File: config.mk
export PLATFORM = sky130hd
export DESIGN_NAME = axilite_cmd_master
export DESIGN_NICKNAME = d
export VERILOG_FILES = /design/src/rtl/axilite_cmd_master.sv
export SDC_FILE = /design/constraint.sdc
export NUM_CORES = 1
export LEC_CHECK = 0
export BUFFER_PORTS_ARGS = -buffer_cell sky130_fd_sc_hd__clkbuf_2
export CORE_ASPECT_RATIO = 0.9
export CORE_MARGIN = 2
export CORE_UTILIZATION = 47
export CTS_CLUSTER_SIZE = 28
export DETAILED_ROUTE_END_ITERATION = 16
export PLACE_DENSITY = 0.84
export SKIP_CTS_REPAIR_TIMING = 1
export SYNTH_ARGS = -nofsm -noshare
export SYNTH_HDL_FRONTEND = slang
export SYNTH_SLANG_ARGS = --single-unit
File: constraint.sdc
create_clock -name aclk -period 2.59 [get_ports aclk]
set_input_delay 0.1295 -clock aclk [delete_from_list [all_inputs] [get_ports aclk]]
set_output_delay 0.1295 -clock aclk [all_outputs]
set_load 0.01 [all_outputs]
File: src/rtl/axilite_cmd_master.sv
// Single-outstanding AXI4-Lite master: one command in, one AXI-Lite read or
// write transaction out, one response back. Every output is a register.
module axilite_cmd_master #(
  parameter int ADDR_WIDTH    = 32,
  parameter int DATA_WIDTH    = 32,
  parameter int ERR_CNT_WIDTH = 16
) (
  input  logic                     aclk,
  input  logic                     areset,
  // command stream
  input  logic                     cmd_valid,
  output logic                     cmd_ready,
  input  logic                     cmd_write,
  input  logic [ADDR_WIDTH-1:0]    cmd_addr,
  input  logic [DATA_WIDTH-1:0]    cmd_wdata,
  input  logic [DATA_WIDTH/8-1:0]  cmd_wstrb,
  // response stream
  output logic                     rsp_valid,
  input  logic                     rsp_ready,
  output logic [DATA_WIDTH-1:0]    rsp_rdata,
  output logic [1:0]               rsp_resp,
  output logic                     rsp_write,
  output logic [ERR_CNT_WIDTH-1:0] err_count,
  // read address channel
  output logic [ADDR_WIDTH-1:0]    araddr,
  output logic                     arvalid,
  input  logic                     arready,
  // read data channel
  input  logic [DATA_WIDTH-1:0]    rdata,
  input  logic [1:0]               rresp,
  input  logic                     rvalid,
  output logic                     rready,
  // write address channel
  output logic [ADDR_WIDTH-1:0]    awaddr,
  output logic                     awvalid,
  input  logic                     awready,
  // write data channel
  output logic [DATA_WIDTH-1:0]    wdata,
  output logic [DATA_WIDTH/8-1:0]  wstrb,
  output logic                     wvalid,
  input  logic                     wready,
  // write response channel
  input  logic [1:0]               bresp,
  input  logic                     bvalid,
  output logic                     bready
);

  localparam int STRB_WIDTH = DATA_WIDTH / 8;

  typedef enum logic [2:0] {
    IDLE = 3'd0,
    WR   = 3'd1,
    WR_B = 3'd2,
    RD_A = 3'd3,
    RD_R = 3'd4,
    RSP  = 3'd5
  } state_t;

  state_t state, state_nxt;

  logic                     cmd_ready_nxt;
  logic                     rsp_valid_nxt;
  logic [DATA_WIDTH-1:0]    rsp_rdata_nxt;
  logic [1:0]               rsp_resp_nxt;
  logic                     rsp_write_nxt;
  logic [ERR_CNT_WIDTH-1:0] err_count_nxt;
  logic [ADDR_WIDTH-1:0]    araddr_nxt;
  logic                     arvalid_nxt;
  logic                     rready_nxt;
  logic [ADDR_WIDTH-1:0]    awaddr_nxt;
  logic                     awvalid_nxt;
  logic [DATA_WIDTH-1:0]    wdata_nxt;
  logic [STRB_WIDTH-1:0]    wstrb_nxt;
  logic                     wvalid_nxt;
  logic                     bready_nxt;

  // SLVERR (2) and DECERR (3) both have bit 1 set; the count sticks at all-ones.
  function automatic logic [ERR_CNT_WIDTH-1:0] err_sat_inc(
    input logic [ERR_CNT_WIDTH-1:0] cnt,
    input logic [1:0]               resp
  );
    if (resp[1] && (cnt != {ERR_CNT_WIDTH{1'b1}}))
      return cnt + {{(ERR_CNT_WIDTH-1){1'b0}}, 1'b1};
    return cnt;
  endfunction

  always_comb begin
    state_nxt     = state;
    cmd_ready_nxt = cmd_ready;
    rsp_valid_nxt = rsp_valid;
    rsp_rdata_nxt = rsp_rdata;
    rsp_resp_nxt  = rsp_resp;
    rsp_write_nxt = rsp_write;
    err_count_nxt = err_count;
    araddr_nxt    = araddr;
    arvalid_nxt   = arvalid;
    rready_nxt    = rready;
    awaddr_nxt    = awaddr;
    awvalid_nxt   = awvalid;
    wdata_nxt     = wdata;
    wstrb_nxt     = wstrb;
    wvalid_nxt    = wvalid;
    bready_nxt    = bready;

    case (state)
      IDLE: begin
        if (cmd_valid && cmd_ready) begin
          cmd_ready_nxt = 1'b0;
          if (cmd_write) begin
            awaddr_nxt  = cmd_addr;
            wdata_nxt   = cmd_wdata;
            wstrb_nxt   = cmd_wstrb;
            awvalid_nxt = 1'b1;
            wvalid_nxt  = 1'b1;
            state_nxt   = WR;
          end else begin
            araddr_nxt  = cmd_addr;
            arvalid_nxt = 1'b1;
            state_nxt   = RD_A;
          end
        end
      end

      // AW and W retire independently; B is only opened once both are gone.
      WR: begin
        if (awvalid && awready) awvalid_nxt = 1'b0;
        if (wvalid && wready)   wvalid_nxt  = 1'b0;
        if (!awvalid_nxt && !wvalid_nxt) begin
          bready_nxt = 1'b1;
          state_nxt  = WR_B;
        end
      end

      WR_B: begin
        if (bvalid && bready) begin
          bready_nxt    = 1'b0;
          rsp_rdata_nxt = '0;
          rsp_resp_nxt  = bresp;
          rsp_write_nxt = 1'b1;
          rsp_valid_nxt = 1'b1;
          err_count_nxt = err_sat_inc(err_count, bresp);
          state_nxt     = RSP;
        end
      end

      RD_A: begin
        if (arvalid && arready) begin
          arvalid_nxt = 1'b0;
          rready_nxt  = 1'b1;
          state_nxt   = RD_R;
        end
      end

      RD_R: begin
        if (rvalid && rready) begin
          rready_nxt    = 1'b0;
          rsp_rdata_nxt = rdata;
          rsp_resp_nxt  = rresp;
          rsp_write_nxt = 1'b0;
          rsp_valid_nxt = 1'b1;
          err_count_nxt = err_sat_inc(err_count, rresp);
          state_nxt     = RSP;
        end
      end

      RSP: begin
        if (rsp_ready) begin
          rsp_valid_nxt = 1'b0;
          cmd_ready_nxt = 1'b1;
          state_nxt     = IDLE;
        end
      end

      default: begin
        state_nxt = IDLE;
      end
    endcase
  end

  always_ff @(posedge aclk) begin
    if (areset) begin
      state     <= IDLE;
      cmd_ready <= 1'b1;
      rsp_valid <= 1'b0;
      rsp_rdata <= '0;
      rsp_resp  <= '0;
      rsp_write <= 1'b0;
      err_count <= '0;
      araddr    <= '0;
      arvalid   <= 1'b0;
      rready    <= 1'b0;
      awaddr    <= '0;
      awvalid   <= 1'b0;
      wdata     <= '0;
      wstrb     <= '0;
      wvalid    <= 1'b0;
      bready    <= 1'b0;
    end else begin
      state     <= state_nxt;
      cmd_ready <= cmd_ready_nxt;
      rsp_valid <= rsp_valid_nxt;
      rsp_rdata <= rsp_rdata_nxt;
      rsp_resp  <= rsp_resp_nxt;
      rsp_write <= rsp_write_nxt;
      err_count <= err_count_nxt;
      araddr    <= araddr_nxt;
      arvalid   <= arvalid_nxt;
      rready    <= rready_nxt;
      awaddr    <= awaddr_nxt;
      awvalid   <= awvalid_nxt;
      wdata     <= wdata_nxt;
      wstrb     <= wstrb_nxt;
      wvalid    <= wvalid_nxt;
      bready    <= bready_nxt;
    end
  end

endmodule

==> flow_summary.toml <==
[synthesis]
ys.flop_type = "dfxtp_1"
yosysUniqueCellTypes = 52
async_reset_ff_share_pct = 0
synthTopCellsByArea = "dfxtp_1, nand2_1, a21oi_1"
yosysTopAreaCellShare_pct = 53.32
synth.yosys.seq_area_share_pct = 53.32
syn_area_per_cell_sq_um = 8.314
postSynthNetCount = 842
yosysTopAreaCell = "dfxtp_1"
synth_area_sq_um = 6045
yosys_warnings = 0
synthCells = 727
ys_ff_latch = 161
synth_edf_count = 0

[worst_setup_path]
r2r_start = "err_count[5]"
path_cells = "nand4_2, or4_1, buf_4, a21oi_2, buf_4, nor4b_2, mux2_4"
cp_max_fo = 17
slowest_delay_ns = 0.65
cpMaxStageDelayCell = "or4_1"
path_common_cell = "buf_4"
critical_path_class = "reg -> reg"
startpoint = "err_count[5]"
crit_path_start_kind = "register"
worst-r2r-setup-slack_ns = 0.21
crit_buf_inv = 2
cp_top_family = "simple AND/OR/NAND/NOR gates"
worstPathArrival_ns = 2.68
cp.required_ns = 2.89
worstSetupEndpointType = "register"

[power]
p_leak_nw = 3.885
vdd_drop_max_mv = 0.5774
powerDensity_nw_per_um2 = 741.0

[layout]
final_util_pct = 71.66
multi_input_area_sq_um = 2585
seqCellArea_sq_um = 3223
fillers = 907
antenna_cells = 0
area_growth_pct = 49.82
final_area_sq_um = 9056
instances_no_fill = 1250
layout-drive-gt1-share_pct = 31.49
nNetsFinal = 1190

[global_routing]
gr-total-overflow = 0
grt_start_max_net_pins = 64
grt_pass1_vias = 5579
grt_pass1_wl_um = 26230
antenna_found_initial = 0
grt_util_all_layers_pct = 23.93

[placement]
hpwl_um = 11520
port-buffer-count = 271
dp.cells = 1130
place_congestion = 0.8355
dpl_cell_area_sq_um = 7586

[route]
detail-route-antenna-nets = 0
post_drt_wl_per_cell_um = 15.86
num_vias = 6593
first_iter_violations = 545
drc = 0
routed_wl_um = 19820
first_pass_iters = 5
avgViaCountPerCell = 5.274

[sta]
maxSlewHeadroom_pct = 53.19
setup_viol = 0
fmax_mhz = 419.5
final_min_period_over_clock_period_pct = 92.03
hold_viol = 8
skew_ns = 0.01062
slew_violations = 0
rsz0062_at_grt = "false"
fin_tns_setup_ns = 0
tightest_slew_ns = 0.7022
finalWorstPathRequiredPeriod_ns = 2.384
whs_ns = -0.02806

[run]
max_cap_viol_count = 0

[floorplanning]
die_x_um = 123.5
row_count = 39
core_sq_um = 12640
start_util_pct = 47.83
dieHeight_um = 111.6
ioPinCount = 272
dieArea_sq_um = 13790

[clock_network]
clk_latency_ns = 0.42
clkSinkCount = 161
clockBufferDepth = 2
cts_max_level = 4
cts_tree = "built"
root_buffer = "clkbuf_16"
clkTransAtPathRegs_ns = 0.06
cts_buffers = 17

[worst_hold_path]
min-delay-start = "rdata[8]"
hp-class = "in -> reg"

[run_status]
status = "finished, violations left"
violations = "negative hold slack"
-- kinds of logic after synthesis --
| kind of cell | synth area share (%) |
|---|---|
| mux | 1.428 |
| compound gates | 17.78 |
| simple gates | 23.12 |
| buf+inv | 4.140 |
| fa+ha+maj | 0.2070 |
| flops | 53.32 |
-- registers in the layout, summed over array words and instances, names as in the netlist --
signal	flops
rsp_write	1
wvalid	1
rsp_resp	2
awaddr	32
rsp_valid	1
state	3
wdata	32
arvalid	1
rready	1
err_count	16
bready	1
awvalid	1
araddr	32
rsp_rdata	32
wstrb	4
cmd_ready	1
-- power by group --
| part | switching, mW | internal [mW] | leakage [nW] | total, mW |
|---|---|---|---|---|
| clock | 0.935 | 1.53 | 0.274 | 2.46 |
| sequential | 0.159 | 2.71 | 1.30 | 2.87 |
| combinational | 0.810 | 0.571 | 2.31 | 1.38 |
| total | 1.90 | 4.81 | 3.89 | 6.71 |
-- final timing paths --
path / endpoint / depth (start not counted)
hold reg to reg: awaddr[21] / 2
setup / recovery: err_count[5] / 7
setup reg to reg: err_count[5] / 7
hold / removal: rsp_rdata[8] / 3
-- cell type report --
class,count,area share (%)
flip-flops and latches,161,35.59
clock buffers,24,5.098
well taps,164,2.266
multi-input cells,509,28.54
clock inverters,6,1.188
inverters,3,0.1243
repair buffers,383,27.19
-- Yosys cell counts (2+ instances only) --
library cell	n
dfxtp_1	161
nor4b_1	2
a31oi_1	4
clkbuf_1	43
nand2b_1	4
or3_1	6
nand3b_1	3
or4b_2	2
o211ai_1	2
nor2_1	49
nand4_1	4
o21ai_0	3
o41ai_1	2
buf_2	5
mux2_4	3
a21oi_2	2
and3_1	3
nand3_1	5
nor3_1	4
inv_1	3
or2_2	3
buf_4	3
or4_1	6
a22oi_1	32
nand2_1	212
o21ai_1	4
nor2b_1	6
mux2i_1	3
and3b_1	2
a21oi_1	118
o31ai_1	5
a211oi_1	3
-- layer usage --
metal  track usage (%)  wire [um]  up-vias
met5                 0          0        -
met4             9.015        791        0
met3             7.377       1341       77
met2             39.56       9990      318
met1             29.04       7701     3037
li1                  -          -     3161
-- stage by stage --
stage | total power [mW] | worst slack (ns)
after floorplan | 3.611 | 0.2881
after global placement | 4.108 | 0.3258
after detailed placement | 4.142 | 0.2789
after CTS | 6.581 | 0.2327
after global routing | 7.024 | 0.1121
final | 6.710 | 0.2064
-- cells in the final DEF, fill, tap and decap left out, types with 3 or more instances in the layout --
master           n
a211oi_1         3
a21oi_1        118
a22oi_1         32
a31oi_1          4
buf_12           3
buf_4           20
bufinv_16        3
clkbuf_1         6
clkbuf_16       17
clkbuf_2       270
dfxtp_1        161
dlygate4sd3_1   90
inv_1            3
mux2_4           3
mux2i_1          3
nand2_1        212
nand2b_1         4
nand3_1          4
nand3b_1         3
nand4_1          4
nor2_1          47
nor2b_1          5
nor3_1           4
o21ai_0          3
o21ai_1          4
o31ai_1          5
or2_2            3
or3_1            6
or4_1            6
-- worst reg2reg max path: stages, from the launching register on --
cell and delay (ns):
dfxtp_1 0.44, nand4_2 0.21, or4_1 0.65, buf_4 0.20, a21oi_2 0.13, buf_4 0.24, nor4b_2 0.09, mux2_4 0.31
Power figures use the tool's default switching activity.
